### src/rtl/stream_pkg.sv
// Shared types and helpers for the stream packet generator.
// Lane-mask helper supports an optional hole lane (used when KEEP_HOLE_EN is defined).
package stream_pkg;

  typedef enum logic [1:0] {
    ST_IDLE = 2'd0,
    ST_SEND = 2'd1,
    ST_GAP  = 2'd2
  } state_t;

  localparam int MAX_LANES  = 32;
  localparam int BEAT_IDX_W = 8;

  // Lowest n lanes set, skipping the hole lane when hole_en is high.
  function automatic logic [MAX_LANES-1:0] lane_mask(
    input int unsigned n,
    input int unsigned hole,
    input logic        hole_en
  );
    int unsigned cnt;
    lane_mask = '0;
    cnt       = 32'd0;
    for (int unsigned i = 0; i < MAX_LANES; i++) begin
      if ((cnt < n) && !(hole_en && (hole == i))) begin
        lane_mask[i] = 1'b1;
        cnt          = cnt + 32'd1;
      end
    end
  endfunction

endpackage

### src/rtl/stream_beat_pack.sv
// Combinational beat packer: places consecutive elements into lanes for one beat.
// With KEEP_HOLE_EN defined one lane per beat (hole_i) is left empty.
module stream_beat_pack
  import stream_pkg::*;
#(
  parameter int KEEP_WIDTH   = 3,
  parameter int T_DATA_WIDTH = 8,
  parameter int LEN_WIDTH    = 16
) (
  input  logic [T_DATA_WIDTH-1:0] seed_i,
  input  logic [LEN_WIDTH-1:0]    rem_i,
`ifdef KEEP_HOLE_EN
  input  logic [BEAT_IDX_W-1:0]   hole_i,
`endif
  output logic [KEEP_WIDTH-1:0]   keep_o,
  output logic [T_DATA_WIDTH-1:0] data_o [KEEP_WIDTH],
  output logic [LEN_WIDTH-1:0]    used_o,
  output logic                    last_o
);

`ifdef KEEP_HOLE_EN
  localparam int LANES = KEEP_WIDTH - 1;
`else
  localparam int LANES = KEEP_WIDTH;
`endif

  logic [T_DATA_WIDTH-1:0] w_k;

  assign last_o = (rem_i <= LEN_WIDTH'(LANES));
  assign used_o = last_o ? rem_i : LEN_WIDTH'(LANES);

`ifdef KEEP_HOLE_EN
  assign keep_o = KEEP_WIDTH'(lane_mask(32'(used_o), 32'(hole_i), 1'b1));
`else
  assign keep_o = KEEP_WIDTH'(lane_mask(32'(used_o), 32'd0, 1'b0));
`endif

  // Kept lanes take ascending elements; the rest drive zero.
  always_comb begin
    w_k = '0;
    for (int i = 0; i < KEEP_WIDTH; i++) begin
      if (keep_o[i]) begin
        data_o[i] = seed_i + w_k;
        w_k       = w_k + T_DATA_WIDTH'(1);
      end else begin
        data_o[i] = '0;
      end
    end
  end

endmodule

### src/rtl/stream_pkt_gen.sv
// Packet source: one {length, seed} command becomes one keep/last stream packet.
// Optional hole-lane pattern enabled by defining KEEP_HOLE_EN.
module stream_pkt_gen
  import stream_pkg::*;
#(
  parameter int KEEP_WIDTH   = 3,
  parameter int T_DATA_WIDTH = 8,
  parameter int LEN_WIDTH    = 16,
  parameter int GAP_CYCLES   = 0
) (
  input  logic                    clk,
  input  logic                    rst,
  input  logic                    cmd_valid_i,
  output logic                    cmd_ready_o,
  input  logic [LEN_WIDTH-1:0]    cmd_len_i,
  input  logic [T_DATA_WIDTH-1:0] cmd_seed_i,
  output logic                    m_valid_o,
  input  logic                    m_ready_i,
  output logic                    m_last_o,
  output logic [KEEP_WIDTH-1:0]   m_keep_o,
  output logic [T_DATA_WIDTH-1:0] m_data_o [KEEP_WIDTH],
  output logic                    busy_o,
  output logic                    done_o,
  output logic [15:0]             pkt_cnt_o
);

  localparam int GAP_W = (GAP_CYCLES > 0) ? $clog2(GAP_CYCLES + 1) : 1;

  state_t                  r_state;
  logic [LEN_WIDTH-1:0]    r_rem;
  logic [T_DATA_WIDTH-1:0] r_seed;
  logic [GAP_W-1:0]        r_gap;
  logic                    r_valid;
  logic                    r_last;
  logic [KEEP_WIDTH-1:0]   r_keep;
  logic [T_DATA_WIDTH-1:0] r_data [KEEP_WIDTH];
  logic                    r_done;
  logic [15:0]             r_pkt_cnt;

  logic [T_DATA_WIDTH-1:0] w_p_seed;
  logic [LEN_WIDTH-1:0]    w_p_rem;
  logic [KEEP_WIDTH-1:0]   w_keep;
  logic [T_DATA_WIDTH-1:0] w_data [KEEP_WIDTH];
  logic [LEN_WIDTH-1:0]    w_used;
  logic                    w_last;
  logic                    w_load;

  // In IDLE the packer works on the incoming command so the first beat lands one cycle later.
  assign w_p_seed = (r_state == ST_IDLE) ? cmd_seed_i : r_seed;
  assign w_p_rem  = (r_state == ST_IDLE) ? cmd_len_i  : r_rem;
  assign w_load   = ((r_state == ST_IDLE) && cmd_valid_i && (cmd_len_i != '0)) ||
                    ((r_state == ST_SEND) && m_ready_i && !r_last);

`ifdef KEEP_HOLE_EN
  logic [BEAT_IDX_W-1:0] r_beat_idx;
  logic [BEAT_IDX_W-1:0] w_p_hole;
  assign w_p_hole = (r_state == ST_IDLE) ? '0 : r_beat_idx;

  // Hole lane rotates one position per beat and restarts with every packet.
  always_ff @(posedge clk or posedge rst) begin
    if (rst) begin
      r_beat_idx <= '0;
    end else if (w_load) begin
      r_beat_idx <= (w_p_hole == BEAT_IDX_W'(KEEP_WIDTH - 1)) ? '0 : w_p_hole + BEAT_IDX_W'(1);
    end else begin
      r_beat_idx <= r_beat_idx;
    end
  end
`endif

  stream_beat_pack #(
    .KEEP_WIDTH  (KEEP_WIDTH),
    .T_DATA_WIDTH(T_DATA_WIDTH),
    .LEN_WIDTH   (LEN_WIDTH)
  ) u_pack (
    .seed_i(w_p_seed),
    .rem_i (w_p_rem),
`ifdef KEEP_HOLE_EN
    .hole_i(w_p_hole),
`endif
    .keep_o(w_keep),
    .data_o(w_data),
    .used_o(w_used),
    .last_o(w_last)
  );

  always_ff @(posedge clk or posedge rst) begin
    if (rst) begin
      r_state   <= ST_IDLE;
      r_rem     <= '0;
      r_seed    <= '0;
      r_gap     <= '0;
      r_valid   <= 1'b0;
      r_last    <= 1'b0;
      r_keep    <= '0;
      r_data    <= '{default: '0};
      r_done    <= 1'b0;
      r_pkt_cnt <= 16'd0;
    end else begin
      r_done <= 1'b0;
      case (r_state)
        ST_IDLE: begin
          if (cmd_valid_i && (cmd_len_i == '0)) begin
            r_done <= 1'b1;
          end else if (cmd_valid_i) begin
            r_state <= ST_SEND;
          end
        end
        ST_SEND: begin
          if (m_ready_i && r_last) begin
            r_valid   <= 1'b0;
            r_last    <= 1'b0;
            r_keep    <= '0;
            r_data    <= '{default: '0};
            r_done    <= 1'b1;
            r_pkt_cnt <= r_pkt_cnt + 16'd1;
            if (GAP_CYCLES > 0) begin
              r_gap   <= GAP_W'(GAP_CYCLES);
              r_state <= ST_GAP;
            end else begin
              r_state <= ST_IDLE;
            end
          end
        end
        ST_GAP: begin
          r_gap <= r_gap - GAP_W'(1);
          if (r_gap <= GAP_W'(1)) begin
            r_state <= ST_IDLE;
          end
        end
        default: r_state <= ST_IDLE;
      endcase
      if (w_load) begin
        r_valid <= 1'b1;
        r_last  <= w_last;
        r_keep  <= w_keep;
        r_data  <= w_data;
        r_rem   <= w_p_rem - w_used;
        r_seed  <= w_p_seed + T_DATA_WIDTH'(w_used);
      end
    end
  end

  assign cmd_ready_o = (r_state == ST_IDLE);
  assign busy_o      = (r_state != ST_IDLE);
  assign m_valid_o   = r_valid;
  assign m_last_o    = r_last;
  assign m_keep_o    = r_keep;
  assign m_data_o    = r_data;
  assign done_o      = r_done;
  assign pkt_cnt_o   = r_pkt_cnt;

endmodule
### config.mk
export PLATFORM = sky130hd
export DESIGN_NAME = stream_pkt_gen
export DESIGN_NICKNAME = d
export VERILOG_FILES = /design/src/rtl/stream_pkg.sv /design/src/rtl/stream_beat_pack.sv /design/src/rtl/stream_pkt_gen.sv
export SDC_FILE = /design/constraint.sdc
export NUM_CORES = 1
export LEC_CHECK = 0
export CORE_ASPECT_RATIO = 1.1
export CORE_MARGIN = 3
export CORE_UTILIZATION = 45
export CTS_CLUSTER_SIZE = 12
export DETAILED_ROUTE_END_ITERATION = 7
export PLACE_DENSITY = 0.74
export SYNTH_ARGS = -nofsm -noshare
export SYNTH_HDL_FRONTEND = slang
export SYNTH_SLANG_ARGS = --single-unit
### constraint.sdc
create_clock -name clk -period 3.4 [get_ports clk]
set_input_delay 0.68 -clock clk [delete_from_list [all_inputs] [get_ports clk]]
set_output_delay 0.68 -clock clk [all_outputs]
set_load 0.005 [all_outputs]
## Yosys cells after proc, flatten, opt, wreduce, memory -nomap -nowiden

Index checks and enable logic that the tools add are counted.

| cells by class | value |
|---|---|
| add/subtract/negate cells | 8 |
| equal/unequal tests | 6 |
| divide/modulo/power cells | 0 |
| shift-type cells | 0 |
| bitwise operators | 0 |
| reductions and logical operators | 17 |
| magnitude comparators | 5 |
| mux-type cells | 31 |
| multiply operators | 0 |

Operator list:

| kind | count |
|---|---|
| $mux 24 | 3 |
| $mux 8 | 5 |
| $add 32x1->32 const B | 1 |
| $lt 32x16->1 | 1 |
| $mux 16 | 2 |
| $mux 32 | 1 |
| $add 16x1->16 const B | 1 |
| $add 8x8->8 | 2 |
| $le 16x2->1 const B | 1 |
| $logic_not 16->1 | 1 |
| $lt 1x16->1 | 1 |
| $lt 1x16->1 const A | 1 |
| $reduce_bool 16->1 | 1 |
| $sub 16x16->16 | 1 |
| $mux 1 | 11 |
| $mux 3 | 3 |
| $add 8x1->8 | 1 |
| $mux 2 | 4 |
| $logic_and 1x1->1 | 6 |
| $ne 2x2->1 const B | 3 |
| $pmux 2 s3 | 1 |
| $reduce_bool 2->1 | 3 |
| $reduce_and 2->1 | 2 |
| $reduce_and 4->1 | 1 |
| 10 further kinds | 10 |

| storage, ports and cells | value |
|---|---|
| bits in latches | 0 |
| flip-flop bits (word level) | 73 |
| RAM bits | 0 |
| logic and storage cells | 79 |
| input bits | 28 |
| ROM bits | 0 |
| output and inout port bits | 48 |
| memories | 0 |

## Logic depth before layout (Yosys ltp)

| depth | value |
|---|---|
| word-level depth | 12 |
| mapped depth | 16 |
| gate-level depth less buffers | 13 |

## By module

A second synthesis with hierarchy kept.

| unflattened totals | value |
|---|---|
| cell total of the unflattened synthesis | 515 |
| area total of the unflattened synthesis | 4890.9 µm² |

By module, submodules not included:

| module | seq. area each (µm²) | instances | area each (µm²) | cells an instance |
|---|---|---|---|---|
| stream_pkt_gen | 1776.7 | 1 | 4182.8 | 414 |
| stream_beat_pack | 0.0 | 1 | 708.2 | 101 |

## Worst setup path after synthesis

No wires, ideal clock.

| timing | value |
|---|---|
| path kind | input-to-reg |
| from | input port cmd_len_i[4] |
| to | register r_data, in the netlist m_data_o[6] |
| stages | 11 |
| buffers on the path | 0 |
| arrival | 3.179 ns |
| slack | 0.100 ns |
| cell sequence | nor4_2 o21ai_2 nor4_4 nand3_1 ha_1 ha_1 fa_1 nand2_1 nor3_1 xnor2_1 a22o_1 |

| on the way | value |
|---|---|
| cells in the longest elaborated chain, start to end | 11 |

Ends and longest elaborated chain:

| element | line | source |
|---|---|---|
| from (decl) | stream_pkt_gen.sv:15 | `input logic [LEN_WIDTH-1:0] cmd_len_i,` |
| $mux 16 | stream_pkt_gen.sv:50 | `assign w_p_rem = (r_state == ST_IDLE) ? cmd_len_i : r_rem;` |
| $le 16x2->1 | stream_beat_pack.sv:29 | `assign last_o = (rem_i <= LEN_WIDTH'(LANES));` |
| $mux 16 | stream_beat_pack.sv:30 | `assign used_o = last_o ? rem_i : LEN_WIDTH'(LANES);` |
| $lt 1x16->1 | stream_pkg.sv:24 | `if ((cnt < n) && !(hole_en && (hole == i))) begin` |
| $mux 1 | stream_pkg.sv:24 |  |
| $add 32x1->32 (tied with other cells) | stream_pkg.sv:26 | `cnt = cnt + 32'd1;` |
| $mux 32 (tied with other cells) | stream_pkg.sv:24 |  |
| $lt 32x16->1 / $mux 8 (equally long branches) | stream_pkg.sv:24, stream_beat_pack.sv:42 |  |
| $mux 1 / $add 8x8->8 (equally long branches) | stream_pkg.sv:24, stream_beat_pack.sv:43 |  |
| $mux 8 | stream_beat_pack.sv:42 | `if (keep_o[i]) begin` |
| $mux 24 | stream_pkt_gen.sv:133 | `if (w_load) begin` |
| to (signal assigned) | stream_pkt_gen.sv:137 | `r_data <= w_data;` |
| to (decl) | stream_pkt_gen.sv:36 | `logic [T_DATA_WIDTH-1:0] r_data [KEEP_WIDTH];` |

Parallel ways exist; a longest one is shown, timed or not.
A chain may end at the register's enable or synchronous reset.

## Worst setup path in the final report

| timing | value |
|---|---|
| from | input port cmd_len_i[12] |
| to | register r_data, in the netlist m_data_o[7] |

Same word-level chain as after synthesis.

==> reports/metrics.cfg <==
[status]
status = complete, no violations

[place]
post-place-ws_ns = -0.424
place_inst = 668
gp_congestion = 0.864
post_dp_cell_area_mm2 = 0.00549
dp_hpwl_mm = 8.37
portBuffers = 75

[cts]
clockBufferDepth = 2
clock-root-buffer = clkbuf_8
htree_num_levels = 3
cts_tree = done
clkLatencyLatePin_ns = 0.34
cts_buffers = 9
cts.sinks = 71
holdBufCountCts = 0
cts.clk_slew.worst_paths_ns = 0.08

[floorplan]
rows = 36
die_h_um = 108
core-area_mm2 = 0.00901
die_w_um = 98.6
floorplan.initialDensity_pct = 47.1
die-area_mm2 = 0.0106
num_io_pins = 76

[sta]
tightestPinTransition_ns = 0.887
drv_slew = 0
fin_ws_ns = 0.104
whs_ns = 0.464
rsz0062_at_grt = no
final.min_clock_period_ns = 3.30
maxClockFrequency_mhz = 303
skew_ns = 0.00997
maxSlewHeadroom_pct = 40.8
final-hold-violation-count = 0
min_period_over_period_pct = 97.0
setup_viol = 0

[logic_synthesis]
synth_top_area_share_pct = 41.9
yosysWarnings = 0
synth-edff-count = 0
ys_seq_elements = 71
yosysTopAreaCell = dfrtp_1
synth.area.top_cells = dfrtp_1 (42%), xnor2_1 (5.2%), ha_1 (4.1%)
yosysMostFrequentCell = dfrtp_1
synth.distinct_cells = 67
syn-cell-area_mm2 = 0.00424
netlist_instances = 439
avgSynthCellArea_um2 = 9.66
ys_seq_area_share_pct = 41.9
async_flop_share_pct = 100
synth_common_cells = dfrtp_1 (71), nand2_1 (44), nor2_1 (39), xnor2_1 (25), o21ai_0 (20)
synthFlopType = dfrtp_1

[worst_setup_path]
worstPathMaxFanout = 3
start_kind = input port
criticalPathCategory = input port to flop
cp-end-kind = flop
arrival_ns = 3.53
required_ns = 3.63

[power_and_ir_drop]
ir_drop_mv = 0.466
p_leak_nw = 2.52
power_density_mw_per_mm2 = 591
power.total_mw = 3.38

[layout]
area.growth.synth_to_final_pct = 35.0
n_antenna_cell = 0
final_nets = 610
fillCellCount = 768
stdcell_area_mm2 = 0.00573
stdcell_count = 684
drive_above_1_share_pct = 17.0

[detailed_routing]
dr_wl_met2_mm = 5.59
drtIter0Drc = 243
met1_length_mm = 4.83
finalWirelength_mm = 11.1
first_pass_iters = 5
drtAntennaViolNets = 0
viasPerCell = 5.58
top_layer_used = met4
wire_per_inst_um = 16.2
num_vias = 3816
wl_met3_um = 527
drc = 0

[job]
maxCapViolations = 0

[global_routing]
grt_use_total_pct = 20.8
grt_pass1_wl_mm = 17.9
grt_overflow_total = 0
grt_pass1_vias = 3713
grt_max_degree = 47
antenna_found_initial = 0

[worst_hold_path]
min_path_type = flop to flop

-- metal layers --
layer / global-route usage [%] / up-vias
li1: - / 1831
met1: 27.5 / 1876
met2: 35.8 / 100
met3: 3.76 / 9
met4: 4.20 / 0
met5: 0 / -
-- stage by stage --
stage / setup TNS [ns] / utilization (%)
CTS: 0 / 63.1
finish: 0 / 63.6
global placement: -1.54 / 60.9
global route: 0 / 63.6
detailed placement: -3.23 / 60.9
floorplan: 0 / -
-- report_power, final --
group / switching, mW / leakage, nW / internal [mW]
logic: 0.703 / 1.54 / 0.796
clock network: 0.326 / 0.0988 / 0.334
registers: 0.165 / 0.882 / 1.06
-- timing repair --
action                                  in CTS  in global routing
endpoints found under the setup margin       4                  5
resized for setup                            1                  8
pin swaps                                    0                  3
setup buffers                                0                  1
-- worst paths after layout --
kind	startpoint	endpoint	slack [ns]	cells after the start
setup / recovery	cmd_len_i[12]	m_data_o[7]	0.10	13
hold / removal	r_seed[0]	r_seed[0]	0.46	2
setup reg to reg	r_state[0]	m_data_o[7]	0.29	13
hold reg to reg	r_seed[0]	r_seed[0]	0.46	2
max in group asynchronous	rst	r_rem[3]	2.03	3
min in group asynchronous	rst	pkt_cnt_o[11]	0.71	2
-- kinds of logic (layout without fill, tap and decap cells) --
| kind of cell | count (synthesis) | count (layout) | synth area share (%) |
|---|---|---|---|
| XOR/XNOR | 36 | 36 | 7.43 |
| AND/OR/NAND/NOR | 163 | 163 | 20.8 |
| adder cells (fa/ha/maj) | 16 | 16 | 5.07 |
| multiplexers | 18 | 18 | 4.31 |
| AO/OA/AOI/OAI | 98 | 98 | 16.7 |
| other | 1 | 5 | 0.0884 |
| buffers and inverters | 36 | 163 | 3.66 |
| flip-flops | 71 | 71 | 41.9 |
-- registers in the layout, summed over array words and instances (netlist names) --
register	flops
done_o	1
m_data_o	24
m_keep_o	3
m_last_o	1
m_valid_o	1
pkt_cnt_o	16
r_rem	16
r_seed	8
r_state	1
-- worst max-delay path, stage by stage --
cell and delay [ns]:
clkdlybuf4s50_1 0.46, nor4_4 0.31, a21oi_2 0.12, nor4_4 0.37
buf_4 0.18, nand2_1 0.06, ha_1 0.22, ha_1 0.29
a21oi_1 0.08, nor2_1 0.21, nand3_1 0.15, xor2_1 0.17
a22o_1 0.22
-- cells in the final DEF (no fill, tap or decap), drive strengths merged, types with 5 or more instances in the layout --
| master | n |
|---|---|
| nand3 | 16 |
| a211oi | 6 |
| o21ai | 22 |
| nor3 | 15 |
| clkbuf | 9 |
| mux2i | 16 |
| clkinv | 5 |
| o211ai | 5 |
| nor2b | 5 |
| buf | 54 |
| ha | 14 |
| a22o | 14 |
| conb | 5 |
| nor4 | 9 |
| clkdlybuf4s50 | 75 |
| a21oi | 19 |
| nand2 | 44 |
| nand2b | 7 |
| dfrtp | 71 |
| inv | 19 |
| xor2 | 11 |
| nand4 | 9 |
| xnor2 | 25 |
| nor2 | 39 |
-- area by class of cell --
type	instances	area, um^2	area share, %
clock inverters	6	62.6	1.09
multi-input cells	336	2370	41.3
flip-flops and latches	71	1780	31.1
clock buffers	9	124	2.16
well taps	114	143	2.49
inverters	19	71.3	1.25
repair buffers	129	1180	20.6
Power figures use the tool's default switching activity.
